`config.mk`:
```
export PLATFORM = sky130hd
export DESIGN_NAME = id_ex_stage
export DESIGN_NICKNAME = d
export VERILOG_FILES = /design/src/rtl/id_ex_stage.sv
export SDC_FILE = /design/constraint.sdc
export NUM_CORES = 1
export LEC_CHECK = 0
export ABC_CLOCK_PERIOD_IN_PS = 3500
export CORE_UTILIZATION = 43
export DETAILED_ROUTE_END_ITERATION = 10
export GPL_TIMING_DRIVEN = 0
export PLACE_DENSITY = 0.86
export SYNTH_ARGS = -nofsm -noshare
export SYNTH_HDL_FRONTEND = slang
export SYNTH_SLANG_ARGS = --single-unit
```
`constraint.sdc`:
```
create_clock -name clk -period 3.5 [get_ports clk]
set_clock_uncertainty 0.15 [all_clocks]
set_input_delay 0.875 -clock clk [delete_from_list [all_inputs] [get_ports clk]]
set_output_delay 0.875 -clock clk [all_outputs]
set_load 0.01 [all_outputs]
```
`src/rtl/id_ex_stage.sv`:
```
// ID/EX pipeline register: captures regfile data, decoded control and fields at end of ID.
// Latency: 1 cycle from ID inputs to ex_* outputs; stall/bypass paths are combinational.
// Backpressure: hold freezes every register; load-use stall inserts one bubble upstream-frozen.
//
// Ports:
//   clk, rst            rising-edge clock, asynchronous active-low reset (0 = reset)
//   id_*                ID-stage instruction: valid, rs/rt/rd/imm fields, rt-use flag,
//                       regfile read data A/B, 9-bit control
//                       {regwrite, memread, memwrite, memtoreg, alusrc, regdst, branch, aluop[1:0]}
//   wb_regwrite/rd/writedata   same-cycle regfile write, bypassed into the captured operands
//   flush               branch taken: replace the ID instruction with a bubble
//   hold                downstream stall: freeze this stage entirely
//   stall               load-use hazard: PC and IF/ID must freeze this cycle
//   ex_*                registered outputs to EX (ex_dst = regdst ? rd : rt)
//   bubble_cnt          saturating count of load-use bubbles inserted
module id_ex_stage #(
   parameter int DW   = 32,
   parameter int CNTW = 16
) (
   input  logic            clk,
   input  logic            rst,
   input  logic            id_valid,
   input  logic [4:0]      id_rs,
   input  logic [4:0]      id_rt,
   input  logic [4:0]      id_rd,
   input  logic [15:0]     id_imm,
   input  logic            id_uses_rt,
   input  logic [DW-1:0]   id_readdat1,
   input  logic [DW-1:0]   id_readdat2,
   input  logic [8:0]      id_ctrl,
   input  logic            wb_regwrite,
   input  logic [4:0]      wb_rd,
   input  logic [DW-1:0]   wb_writedata,
   input  logic            flush,
   input  logic            hold,
   output logic            stall,
   output logic            ex_valid,
   output logic [8:0]      ex_ctrl,
   output logic [DW-1:0]   ex_a,
   output logic [DW-1:0]   ex_b,
   output logic [DW-1:0]   ex_imm,
   output logic [4:0]      ex_rs,
   output logic [4:0]      ex_rt,
   output logic [4:0]      ex_dst,
   output logic [CNTW-1:0] bubble_cnt
);

   // Control bit positions within the 9-bit control word.
   localparam int MEMREAD_BIT = 7;
   localparam int REGDST_BIT  = 3;

   localparam logic [CNTW-1:0] CNT_MAX = '1;
   localparam logic [CNTW-1:0] CNT_ONE = {{(CNTW-1){1'b0}}, 1'b1};

   logic          hazard;
   logic          wb_hit_a;
   logic          wb_hit_b;
   logic [DW-1:0] op_a;
   logic [DW-1:0] op_b;
   logic [DW-1:0] imm_ext;
   logic [4:0]    dst_sel;

   // A load in EX whose target is read by the ID instruction; $0 never hazards.
   always_comb begin
      hazard = ex_valid && ex_ctrl[MEMREAD_BIT] && (ex_rt != 5'd0) && id_valid &&
               ((ex_rt == id_rs) || (id_uses_rt && (ex_rt == id_rt)));
   end

   // A flushed ID instruction is discarded, so it cannot hold the front end.
   assign stall = hazard && !flush;

   // The regfile writes at the clock edge, so same-cycle WB data is bypassed here.
   always_comb begin
      wb_hit_a = wb_regwrite && (wb_rd != 5'd0) && (wb_rd == id_rs);
      wb_hit_b = wb_regwrite && (wb_rd != 5'd0) && (wb_rd == id_rt);
      op_a     = wb_hit_a ? wb_writedata : id_readdat1;
      op_b     = wb_hit_b ? wb_writedata : id_readdat2;
      imm_ext  = {{(DW-16){id_imm[15]}}, id_imm};
      dst_sel  = id_ctrl[REGDST_BIT] ? id_rd : id_rt;
   end

   always_ff @(posedge clk or negedge rst) begin
      if (!rst) begin
         ex_valid   <= 1'b0;
         ex_ctrl    <= '0;
         ex_a       <= '0;
         ex_b       <= '0;
         ex_imm     <= '0;
         ex_rs      <= '0;
         ex_rt      <= '0;
         ex_dst     <= '0;
         bubble_cnt <= '0;
      end else if (flush) begin
         ex_valid <= 1'b0;
         ex_ctrl  <= '0;
         ex_a     <= '0;
         ex_b     <= '0;
         ex_imm   <= '0;
         ex_rs    <= '0;
         ex_rt    <= '0;
         ex_dst   <= '0;
      end else if (hold) begin
         // Freeze: a pending hazard is re-evaluated once hold drops, so the bubble
         // is only counted on the edge that actually inserts it.
      end else if (hazard) begin
         ex_valid <= 1'b0;
         ex_ctrl  <= '0;
         ex_a     <= '0;
         ex_b     <= '0;
         ex_imm   <= '0;
         ex_rs    <= '0;
         ex_rt    <= '0;
         ex_dst   <= '0;
         if (bubble_cnt != CNT_MAX) begin
            bubble_cnt <= bubble_cnt + CNT_ONE;
         end
      end else begin
         ex_valid <= id_valid;
         ex_ctrl  <= id_valid ? id_ctrl : 9'd0;
         ex_a     <= op_a;
         ex_b     <= op_b;
         ex_imm   <= imm_ext;
         ex_rs    <= id_rs;
         ex_rt    <= id_rt;
         ex_dst   <= dst_sel;
      end
   end

endmodule

```
-- Word-level counts from Yosys, hierarchy flattened
Index checks and enable logic that the tools add are counted.
W data, S select, Z words.
- register bits after elaboration: 137
- bits in latches: 0
- memory bits (writable): 0
- ROM bits: 0
- input bits: 148
- output and inout bits: 138
- logic and storage cells: 60
- memories kept: 0
- add/subtract/negate cells: 1
- $mul: 0
- div/mod/pow operators: 0
- $lt $le $gt $ge: 0
- eq/ne operators: 6
- shift operators: 0
- multiplexer cells: 28
- bitwise gates (word level): 2
- reduce and logical (&&, ||, !) cells: 14
- operator list (operator ; count):
    $mux W32 ; 11
    $mux W5 ; 10
    $mux W9 ; 4
    $eq A5 B5 Y1 ; 4
    $add A16 B1 Y16 const B ; 1
    $ne A16 B16 Y1 const B ; 1
    $reduce_bool A5 Y1 ; 2
    $logic_and A1 B1 Y1 ; 9
    $reduce_and A4 Y1 ; 1
    $mux W1 ; 3
    $ne A2 B2 Y1 const B ; 1
    $not A1 Y1 ; 2
    $logic_not A1 Y1 ; 1
    $logic_or A1 B1 Y1 ; 1

-- Logic depth before layout (Yosys ltp)
- depth after elaboration: 7
- depth in mapped cells: 8
- gate-level depth less buffers: 6

-- Worst setup path before layout
OpenSTA, ideal clock, no wires.
- path kind: input -> output
- from: input port id_rs[4]
- to: output port stall
- data arrival time: 1.799 ns
- data required time: 2.475 ns
- path slack: 0.676 ns
- stages on the path: 5
- path buffers: 1
- cell sequence: xnor2_1 > nand3_1 > o22a_1 > clkbuf_1 > nor3_1
- word-level cells in the longest chain between the ends: 4
- ends and longest elaborated chain (what ; line ; source):
    start, declared ; 23 ; input logic [4:0] id_rs,
    $eq A5 B5 Y1 ; 66 ; ((ex_rt == id_rs) || (id_uses_rt && (ex_rt == id_rt)));
    $logic_or A1 B1 Y1 ; 66 ;
    $logic_and A1 B1 Y1 ; 65 ; hazard = ex_valid && ex_ctrl[MEMREAD_BIT] && (ex_rt != 5'd0) && id_valid &&
    $logic_and A1 B1 Y1 ; 70 ; assign stall = hazard && !flush;
    end, declared ; 36 ; output logic stall,
Every way passes these cells.

-- Worst setup path in the final report
- from: input port id_rs[1]
- to: output port stall
Same word-level chain as after synthesis.

==> results.md <==
* Initial antenna violation count at 0
* Core area at 12670 µm²
* Cell taking the most area after synthesis: dfrtp_1
* I/O Buffers at 283
* Non-Filler Instances at 1004
* Worst-margin pin slew at 0.9688 ns
* Final setup fails at 0
* Count leader, synth: dfrtp_1
* DR WL met2 at 9.135 mm
* Chip height at 116.4 µm
* Via density at 5.263
* Max-slew violations at 0
* Cell leakage power at 3.770 nW
* Largest family of logic cells by synthesized area: compound AO/OA/AOI/OAI gates
* Post-synthesis mux area share at 12.46%
* Routed len/inst at 18.09 µm
* RSZ-0062 raised after global routing: false
* Vias in the first global route at 5366
* Share of the synthesized area in the top cell type at 53.77%
* Post-CTS setup buffers at 0
* Placed Cells at 973
* TritonCTS Buffers at 17
* Synth Cell Area at 5632 µm²
* Relative slew slack at 34.87%
* DP Area at 8708 µm²
* Initial drt markers at 342
* Row cnt at 41
* Main area contributors after synthesis: dfrtp_1, mux2i_1, nand2_1
* FF/Latch Area at 3028 µm²
* DRC at 0
* Synthesis warning total at 0
* Crit path arrival time at 2.34 ns
* Worst-path clk slew at 0.05 ns
* Syn Nets at 666
* Layout Utilization at 73.15%
* Netlist cell types at 33
* Post-Synth Adder-Cell Area at 0.2222%
* Top Metal Used: met4
* Multi-input gate area at 2336 µm²
* Post-route cell area at 9269 µm²
* Grt ovf at 0
* Via Count at 5284
* Share of the yosys chip area belonging to registers at 53.77%
* Most used DFF post-synth: dfrtp_1
* First-pass GRT wire length at 27.10 mm
* Mapped Cells at 517
* Ant diodes at 0
* All-Layer GR Usage at 26.91%
* Asr flop ratio synth at 100.0%
* Max Fanout on Critical Path at 11
* Final period utilization at 96.03%
* Syn Area/Cell at 10.89 µm²
* Routability cong. at 0.8569
* Die area at 13560 µm²
* Io pins at 286
* Post-layout minimum cycle time at 3.361 ns
* Routed wire length at 18.16 mm
* Post-Synth XOR/XNOR Area at 5.443%
* Most instantiated cells after synthesis: dfrtp_1, nand2_1, mux2i_1, o21ai_0, xnor2_1
* CP startpoint kind: input port
* Placed wire-length estimate after detailed placement at 13.84 mm
* CTS Sinks at 121
* Max Cap Viol at 0
* Post-layout power at 3.796 mW
* Maximum vdd drop at 285.0 µV
* Hold_ws at 0.2876 ns
* Worst-skew pair later-pin latency at 0.40 ns
* Highest attainable clock frequency at 297.5 MHz
* DRT Pass-1 Iters at 5
* Post-synthesis compound-gate area fraction at 13.40%
* Simple-gate share of the synthesized area at 9.709%
* Layout Nets at 968
* Fill count at 890
* Clock Path Buffers at 2
* Hold Path Class: input port to async pin
* Clock tree from TritonCTS: yes
* Post-synth EDFFs at 0
* Final hold violations at 0
* Critical path class: input port to output pin
* Largest net degree at the start of global routing at 64
* Synth-to-Final Area Change at 64.59%
* Status: complete, no violations
* Initial Utilization at 44.45%
* Worst Setup End Kind: output pin
* Htree depth at 4
* Root Driver: clkbuf_16
* Share of cells above drive strength 1 at 8.053%
* Power per Cell Area at 409.5 nW/µm²
* M1 WL at 6.862 mm
* FF+latch count, synth at 121
* DR WL met3 at 1.535 mm
* Die W at 116.4 µm
* Routed Antenna Nets at 0
* CP Data Required Time at 2.47 ns
==> per-layer routing <==
| layer | up-vias | global-route usage (%) |
|---|---|---|
| met3 | 48 | 8.199 |
| li1 | 2433 | - |
| met5 | - | 0 |
| met4 | 0 | 14.27 |
| met2 | 279 | 46.27 |
| met1 | 2524 | 29.96 |
==> state kept, by name (all words and copies together), names as in the netlist <==
name        flops
bubble_cnt     16
ex_a           32
ex_b           32
ex_ctrl         9
ex_dst          5
ex_imm         16
ex_rs           5
ex_rt           5
ex_valid        1
==> final timing paths <==
kind                                 startpoint  cells after the start  slack, ns                        end
min reg2reg                 ex_a[4]$_DFFE_PN0P_                      2       0.33        ex_a[4]$_DFFE_PN0P_
max                                    id_rs[1]                      6       0.14                      stall
min in group clk            ex_a[4]$_DFFE_PN0P_                      2       0.33        ex_a[4]$_DFFE_PN0P_
max in group asynchronous                   rst                      2       2.21     ex_ctrl[6]$_DFFE_PN0P_
max reg2reg                ex_rt[2]$_DFFE_PN0P_                      6       0.86       ex_a[23]$_DFFE_PN0P_
min                                         rst                      1       0.29  bubble_cnt[7]$_DFFE_PN0P_
==> cell usage in the layout, fill, tap and decap left out, types with 2 or more instances in the layout <==
master	count
nor4_1	3
a21oi_1	5
xor2_1	6
o21ai_1	24
a22o_1	27
nand3_1	13
o21ai_0	47
inv_1	2
clkbuf_1	24
or4_1	2
nand2_1	73
nand4_1	6
clkinv_2	6
mux2i_1	69
buf_4	19
dfrtp_1	121
xnor2_1	29
clkinvlp_4	3
and3_1	6
nor4_2	2
dlygate4sd2_1	6
nor2_1	9
bufinv_16	2
a32o_1	9
clkinv_4	2
buf_2	9
clkbuf_16	17
clkdlybuf4s50_1	275
==> logic make-up after synthesis <==
kind of cell               after synthesis
AOI/OAI and AO/OA                      117
xor gates and xnor gates                35
buffers and inverters                   53
DFF                                    121
and+or+nand+nor                        120
muxes                                   70
adders and majority gates                1
==> report_power, final <==
group          leakage [nW]  internal [mW]  total [mW]  switching (mW)
clock network         0.272           1.04        1.65           0.613
registers              1.62           1.47        1.52          0.0493
logic                  1.88          0.366       0.625           0.259
total                  3.77           2.87        3.80           0.922
==> worst max-delay path, stage by stage <==
cell and delay, ns:
clkdlybuf4s50_1 0.55, xnor2_1 0.14, nand3_1 0.15, o22a_4 0.32, nor3_2 0.15, clkbuf_2 0.15
==> final cells by class <==
class                   count  area share [%]
clock buffers              19           4.671
plain buffers              50           2.916
repair buffers            284           30.74
inverters                   2         0.08099
clock inverters            13           1.404
well taps                 172           2.322
multi-input cells         343           25.20
flip-flops and latches    121           32.67
==> stage by stage <==
stage               TNS (ns)  worst slack, ns
floorplan                  0           0.6759
global placement     -376.31           -3.092
detailed placement    -9.182          -0.5462
CTS                        0          0.02881
global route               0          0.03826
finish                     0           0.1390
==> repair_timing <==
action | CTS | global route
endpoints found under the setup margin | 1 | 1
gates resized for setup | 9 | 3
hold endpoints to repair | 0 | 0
hold buffers | 0 | 0
Power figures use the tool's default switching activity.
